==> src/rtl/mem_arbiter.sv <==
// Two-port memory arbiter: instruction fetch and data ports share one
// single-ported synchronous memory. One transaction per two cycles, with
// alternating priority under contention and out-of-range error responses.
module mem_arbiter #(
  parameter int ADDR_W = 10
) (
  input  logic              clk,
  input  logic              rst,
  // instruction fetch port
  input  logic              if_req,
  input  logic [31:0]       if_addr,
  output logic              if_gnt,
  output logic              if_rvalid,
  output logic [31:0]       if_rdata,
  output logic              if_err,
  // data port
  input  logic              d_req,
  input  logic              d_we,
  input  logic [31:0]       d_addr,
  input  logic [31:0]       d_wdata,
  input  logic [3:0]        d_be,
  output logic              d_gnt,
  output logic              d_rvalid,
  output logic              d_err,
  output logic [31:0]       d_rdata,
  // memory side
  output logic              mem_en,
  output logic              mem_we,
  output logic [ADDR_W-1:0] mem_addr,
  output logic [3:0]        mem_be,
  output logic [31:0]       mem_wdata,
  input  logic [31:0]       mem_rdata
);

  typedef enum logic [1:0] {IDLE, BUSY_IF, BUSY_D} state_t;

  // what the response cycle needs to remember about the granted access
  typedef struct packed {
    logic err;
    logic we;
  } pend_t;

  state_t state, state_nxt;
  logic   last_d, last_d_nxt;   // 1: most recent grant went to the data port
  pend_t  pend, pend_nxt;

  logic   if_inr, d_inr;
  logic   pick_d, pick_if;
  logic   unused_lsb;

  // byte offset within a word plays no role; word accesses only
  assign unused_lsb = ^{if_addr[1:0], d_addr[1:0]};

  assign if_inr = (if_addr[31:ADDR_W+2] == '0);
  assign d_inr  = (d_addr[31:ADDR_W+2] == '0);

  // under contention, serve whichever port did not win last time
  assign pick_d  = d_req && (!if_req || !last_d);
  assign pick_if = if_req && !pick_d;

  // arbitration, memory strobes and response muxing; rst masks everything
  always_comb begin
    state_nxt  = state;
    last_d_nxt = last_d;
    pend_nxt   = pend;
    if_gnt     = 1'b0;
    if_rvalid  = 1'b0;
    if_rdata   = '0;
    if_err     = 1'b0;
    d_gnt      = 1'b0;
    d_rvalid   = 1'b0;
    d_rdata    = '0;
    d_err      = 1'b0;
    mem_en     = 1'b0;
    mem_we     = 1'b0;
    mem_addr   = '0;
    mem_be     = '0;
    mem_wdata  = '0;
    if (!rst) begin
      case (state)
        IDLE: begin
          if (pick_d) begin
            d_gnt      = 1'b1;
            state_nxt  = BUSY_D;
            last_d_nxt = 1'b1;
            pend_nxt   = '{err: !d_inr, we: d_we};
            if (d_inr) begin
              mem_en    = 1'b1;
              mem_we    = d_we;
              mem_addr  = d_addr[ADDR_W+1:2];
              mem_be    = d_be;
              mem_wdata = d_wdata;
            end
          end else if (pick_if) begin
            if_gnt     = 1'b1;
            state_nxt  = BUSY_IF;
            last_d_nxt = 1'b0;
            pend_nxt   = '{err: !if_inr, we: 1'b0};
            if (if_inr) begin
              mem_en   = 1'b1;
              mem_addr = if_addr[ADDR_W+1:2];
            end
          end
        end
        BUSY_IF: begin
          if_rvalid = 1'b1;
          if_err    = pend.err;
          if_rdata  = pend.err ? '0 : mem_rdata;
          state_nxt = IDLE;
        end
        BUSY_D: begin
          d_rvalid  = 1'b1;
          d_err     = pend.err;
          d_rdata   = (pend.err || pend.we) ? '0 : mem_rdata;
          state_nxt = IDLE;
        end
        default: state_nxt = IDLE;
      endcase
    end
  end

  // state, priority flag and pending-response bookkeeping
  always_ff @(posedge clk) begin
    if (rst) begin
      state  <= IDLE;
      last_d <= 1'b0;
      pend   <= '0;
    end else begin
      state  <= state_nxt;
      last_d <= last_d_nxt;
      pend   <= pend_nxt;
    end
  end

endmodule

==> config.mk <==
export PLATFORM = sky130hd
export DESIGN_NAME = mem_arbiter
export DESIGN_NICKNAME = d
export VERILOG_FILES = /design/src/rtl/mem_arbiter.sv
export SDC_FILE = /design/constraint.sdc
export NUM_CORES = 1
export LEC_CHECK = 0
export BUFFER_PORTS_ARGS = -buffer_cell sky130_fd_sc_hd__buf_4
export CAP_MARGIN = 20
export CELL_PAD_IN_SITES_DETAIL_PLACEMENT = 0
export CELL_PAD_IN_SITES_GLOBAL_PLACEMENT = 1
export CORE_AREA = 5 5 101 103
export CTS_BUF_LIST = sky130_fd_sc_hd__clkbuf_8
export DETAILED_ROUTE_END_ITERATION = 8
export DIE_AREA = 0 0 106 108
export GPL_TIMING_DRIVEN = 0
export PLACE_DENSITY_LB_ADDON = 0.1
export RECOVER_POWER = 50
export SETUP_SLACK_MARGIN = 0.15
export SLEW_MARGIN = 20
export SYNTH_ARGS = -nofsm -noshare
export SYNTH_HDL_FRONTEND = slang
export SYNTH_SLANG_ARGS = --single-unit
==> constraint.sdc <==
create_clock -name clk -period 4.3 [get_ports clk]
set_clock_uncertainty 0.1 [all_clocks]
set_input_delay 0.86 -clock clk [delete_from_list [all_inputs] [get_ports clk]]
set_output_delay 0.86 -clock clk [all_outputs]
set_load 0.02 [all_outputs]
After elaboration in Yosys (flattened, before gate mapping)
Index checks and enable logic that the tools add are counted.
Word-level totals
  register bits: 5
  input port bits: 137
  output and inout port bits: 118
  logic and storage cells: 75
Operators by class
  equality and inequality tests: 2
  mux-type cells: 51
  bitwise gates (word level): 1
  reductions and logical operators: 16
Operators by type and width (count)
  2-to-1 mux 32 bit: 10
  2-to-1 mux 10 bit: 6
  logical NOT 20 bit: 2
  2-to-1 mux 1 bit: 27
  2-to-1 mux 4 bit: 4
  2-to-1 mux 2 bit: 4
  logical NOT 1 bit: 5
  OR reduction 3 bit: 1
  == test 2 x 1 -> 1 bit (second input constant): 1
  == test 2 bit (second input constant): 1
  logical AND 1 bit: 2
  logical NOT 2 bit: 1
  logical OR 1 bit: 2
  AND reduction 2 bit: 1
  nonzero test 2 bit: 1
  OR reduction 2 bit: 1
  inverter 1 bit: 1

Logic depth before layout (Yosys ltp)
  depth after elaboration: 9
  mapped depth: 5

Worst setup path before layout
Ideal clock, no wire load.
  path kind: input port to output port
  start point: input port rst
  end point: output port d_rdata[10]
  arrival time: 2.274 ns
  required time: 3.340 ns
  slack: 1.066 ns
  cell stages on the path: 4
  path buffers: 1
  cell sequence: nor3b_1 -> nor3b_2 -> clkbuf_1 -> and2_1
On the way
  cells in the longest elaborated chain, start to end: 1
RTL lines
  start, declared: line 8  | input logic rst,
  2-to-1 mux 32 bit: line 79  | if (!rst) begin
  end, declared: line 25  | output logic [31:0] d_rdata,
Every way passes these cells.

Worst setup path in the final report
  start point: input port rst
  end point: output port d_rdata[25]
The elaborated chain is that of the path after synthesis.

==> impl_metrics.json <==
{
  "startpoint_type": "input pin",
  "post_cts_buffers": 0,
  "die_h_um": 108,
  "grt_pass1_wl_um": 12000,
  "ys_ff_latch": 5,
  "core_um2": 9110,
  "synth_area_um2": 1340,
  "crit_buf_inv": 3,
  "rsz0062_at_grt": "false",
  "routed_wl_um": 8110,
  "io_pins": 255,
  "ys_seq_area_share_pct": 7.45,
  "grt_pass1_vias": 2317,
  "grt.busiest_layer": "met2",
  "power_frac_comb_pct": 54.3,
  "synth_cell_type_count": 24,
  "max_slew_margin_pct": 60.7,
  "endpoint_kind": "primary output",
  "crit_fanout": 10,
  "drc": 0,
  "drt_first_pass_iters": 4,
  "path_cells": "clkbuf_1 > nor3b_1 > nor3b_1 > clkbuf_1 > and2_1 > clkbuf_1",
  "cts.sinks": 5,
  "final-setup-viol-count": 0,
  "outcome": "completed",
  "postRouteAntennaNets": 0,
  "synth_top_area_share_pct": 48.0,
  "area_growth_pct": 145,
  "ctsHoldBuffers": 0,
  "path_clk_slew_ps": 30,
  "p_seq_share_pct": 18.0,
  "yosys.area.top_type": "and2_1",
  "syn_nets": 351,
  "critPathKind": "input pin to primary output",
  "avgSynthCellArea_um2": 6.28,
  "antenna_found_initial": 0,
  "grt_overflow": 0,
  "fin_crit_sh_pct": 83.7,
  "use_met2_pct": 24.3,
  "period_minus_slack_ps": 3600,
  "place_hpwl_um": 7330,
  "routedWlPerCell_um": 14.0,
  "async_flop_share_pct": 0,
  "hp-class": "flop to flop",
  "ys_top_cells_by_area": "and2_1, nor3_1, dfxtp_1",
  "hold_violations": 0,
  "met1_usage_pct": 14.2,
  "max_stage_delay_ps": 530,
  "cts_buffers": 3,
  "yosys_warnings": 0,
  "fin_total_pwr_mw": 0.300,
  "grt_max_degree": 11,
  "sw_frac_of_total_pct": 29.0,
  "p_leak_nw": 1.77,
  "max-vdd-ir-drop_mv": 0.0722,
  "powerDensity_nw_per_um2": 91.1,
  "drive_gt1_share_pct": 49.8,
  "drtIter0Drc": 72,
  "dp_cells": 575,
  "path_common_cell": "clkbuf_1",
  "clockBufferDepth": 2,
  "cp.arrival_ps": 2640,
  "drv_cap": 0,
  "initial_core_util_pct": 14.8,
  "clk_latency_ps": 220,
  "p_switching_mw": 0.0871,
  "synth-edff-count": 0,
  "grtUsageTotal_pct": 12.9,
  "internal_power_mw": 0.213,
  "n_fill_cell": 1057,
  "viasPerCell": 3.91,
  "cp_top_family": "simple AND/OR/NAND/NOR gates",
  "gp_congestion": 0.749,
  "critPathSlowestCell": "nor3b_1",
  "use_met3_pct": 4.06,
  "cts_root_buf": "clkbuf_8",
  "cts_tree": "yes",
  "cts_resized": 0,
  "worstMarginPinSlew_ps": 584,
  "num_rows": 35,
  "ys.flop_type": "dfxtp_1",
  "die_w_um": 106,
  "pwr-share-clk_pct": 27.8,
  "antennaDiodeCount": 0,
  "max_freq_mhz": 278,
  "port_buffers": 250,
  "netlist_instances": 214,
  "layout.nets": 606,
  "maxSlewViolCount": 0,
  "tns_ps": 0,
  "die-area_um2": 11400,
  "htreeDepth": 1,
  "stdcell_count": 579,
  "vias": 2262,
  "required_ps": 3340
}
## kinds of logic after synthesis
| group | count (synthesis) | share of synthesized area, % |
|---|---|---|
| simple gates | 157 | 71.6 |
| buf+inv | 36 | 11.7 |
| compound gates | 15 | 8.47 |
| flops | 5 | 7.45 |
| mux | 1 | 0.745 |
## synthesized netlist by cell type (all sizes together), types with 2 or more instances
master,count
and2,103
and3,2
buf,3
clkbuf,11
dfxtp,5
inv,22
nand2,5
nand3,2
nand3b,2
nor2,5
nor3,23
nor3b,3
nor4,10
o21a,11
## power groups by stage
stage,Combinational [mW],Clock [mW],Sequential (mW)
floorplan,0.0474,0,0.0536
global placement,0.167,0,0.0547
detailed placement,0.169,0,0.0547
CTS,0.169,0.0863,0.0541
global route,0.178,0.0925,0.0542
finish,0.163,0.0835,0.0540
## cell type report
type / count / area, um2 / share of cell area (%)
well taps: 111 / 139 / 4.21
flip-flops and latches: 5 / 100 / 3.03
repair buffers: 250 / 1780 / 53.8
plain buffers: 14 / 75.1 / 2.28
multi-input cells: 173 / 1080 / 32.8
inverters: 22 / 82.6 / 2.50
clock buffers: 3 / 41.3 / 1.25
clock inverters: 1 / 3.75 / 0.114
## flip-flops by register name, summed over array words and instances (netlist names)
signal / count
state: 2
last_d: 1
pend: 2
## tightest hold or removal path, cell delays in order, from the launching register on
cell and delay (ps):
dfxtp_1 320, nand3b_1 90, nand2_1 50
## layout by cell type (no fill, tap or decap), drive strengths merged, types with 2 or more instances in the layout
cell type  instances
nand3b             2
and2             103
and3               2
o21a              11
nor3              23
clkbuf            42
nor2               5
nand3              2
buf              225
nor4              10
dfxtp              5
nand2              5
nor3b              3
inv               23
## metal layers
layer	wire (um)	up-vias
li1	-	1190
met1	3050	939
met3	723	8
met5	0	-
met4	132	0
met2	4210	125
## path summary, 6_finish.rpt
check              start     endpoint  slack [ps]  cells past startpoint
setup / recovery     rst  d_rdata[25]         700                      6
hold / removal    last_d       last_d         400                      2
setup reg to reg  last_d      pend[1]        3060                      4
hold reg to reg   last_d       last_d         400                      2
## metrics by stage
step           area (um2)  util [%]  setup slack [ps]  hold WS (ps)
2_1_floorplan        1340         -              1070           360
3_3_place_gp         3360      36.9               870           377
3_5_place_dp         3360      36.9               852           376
4_1_cts              3400      37.4               855           387
5_1_grt              3300      36.2               380           400
6_report             3300      36.2               703           395
(Power assumes the default switching activity.)
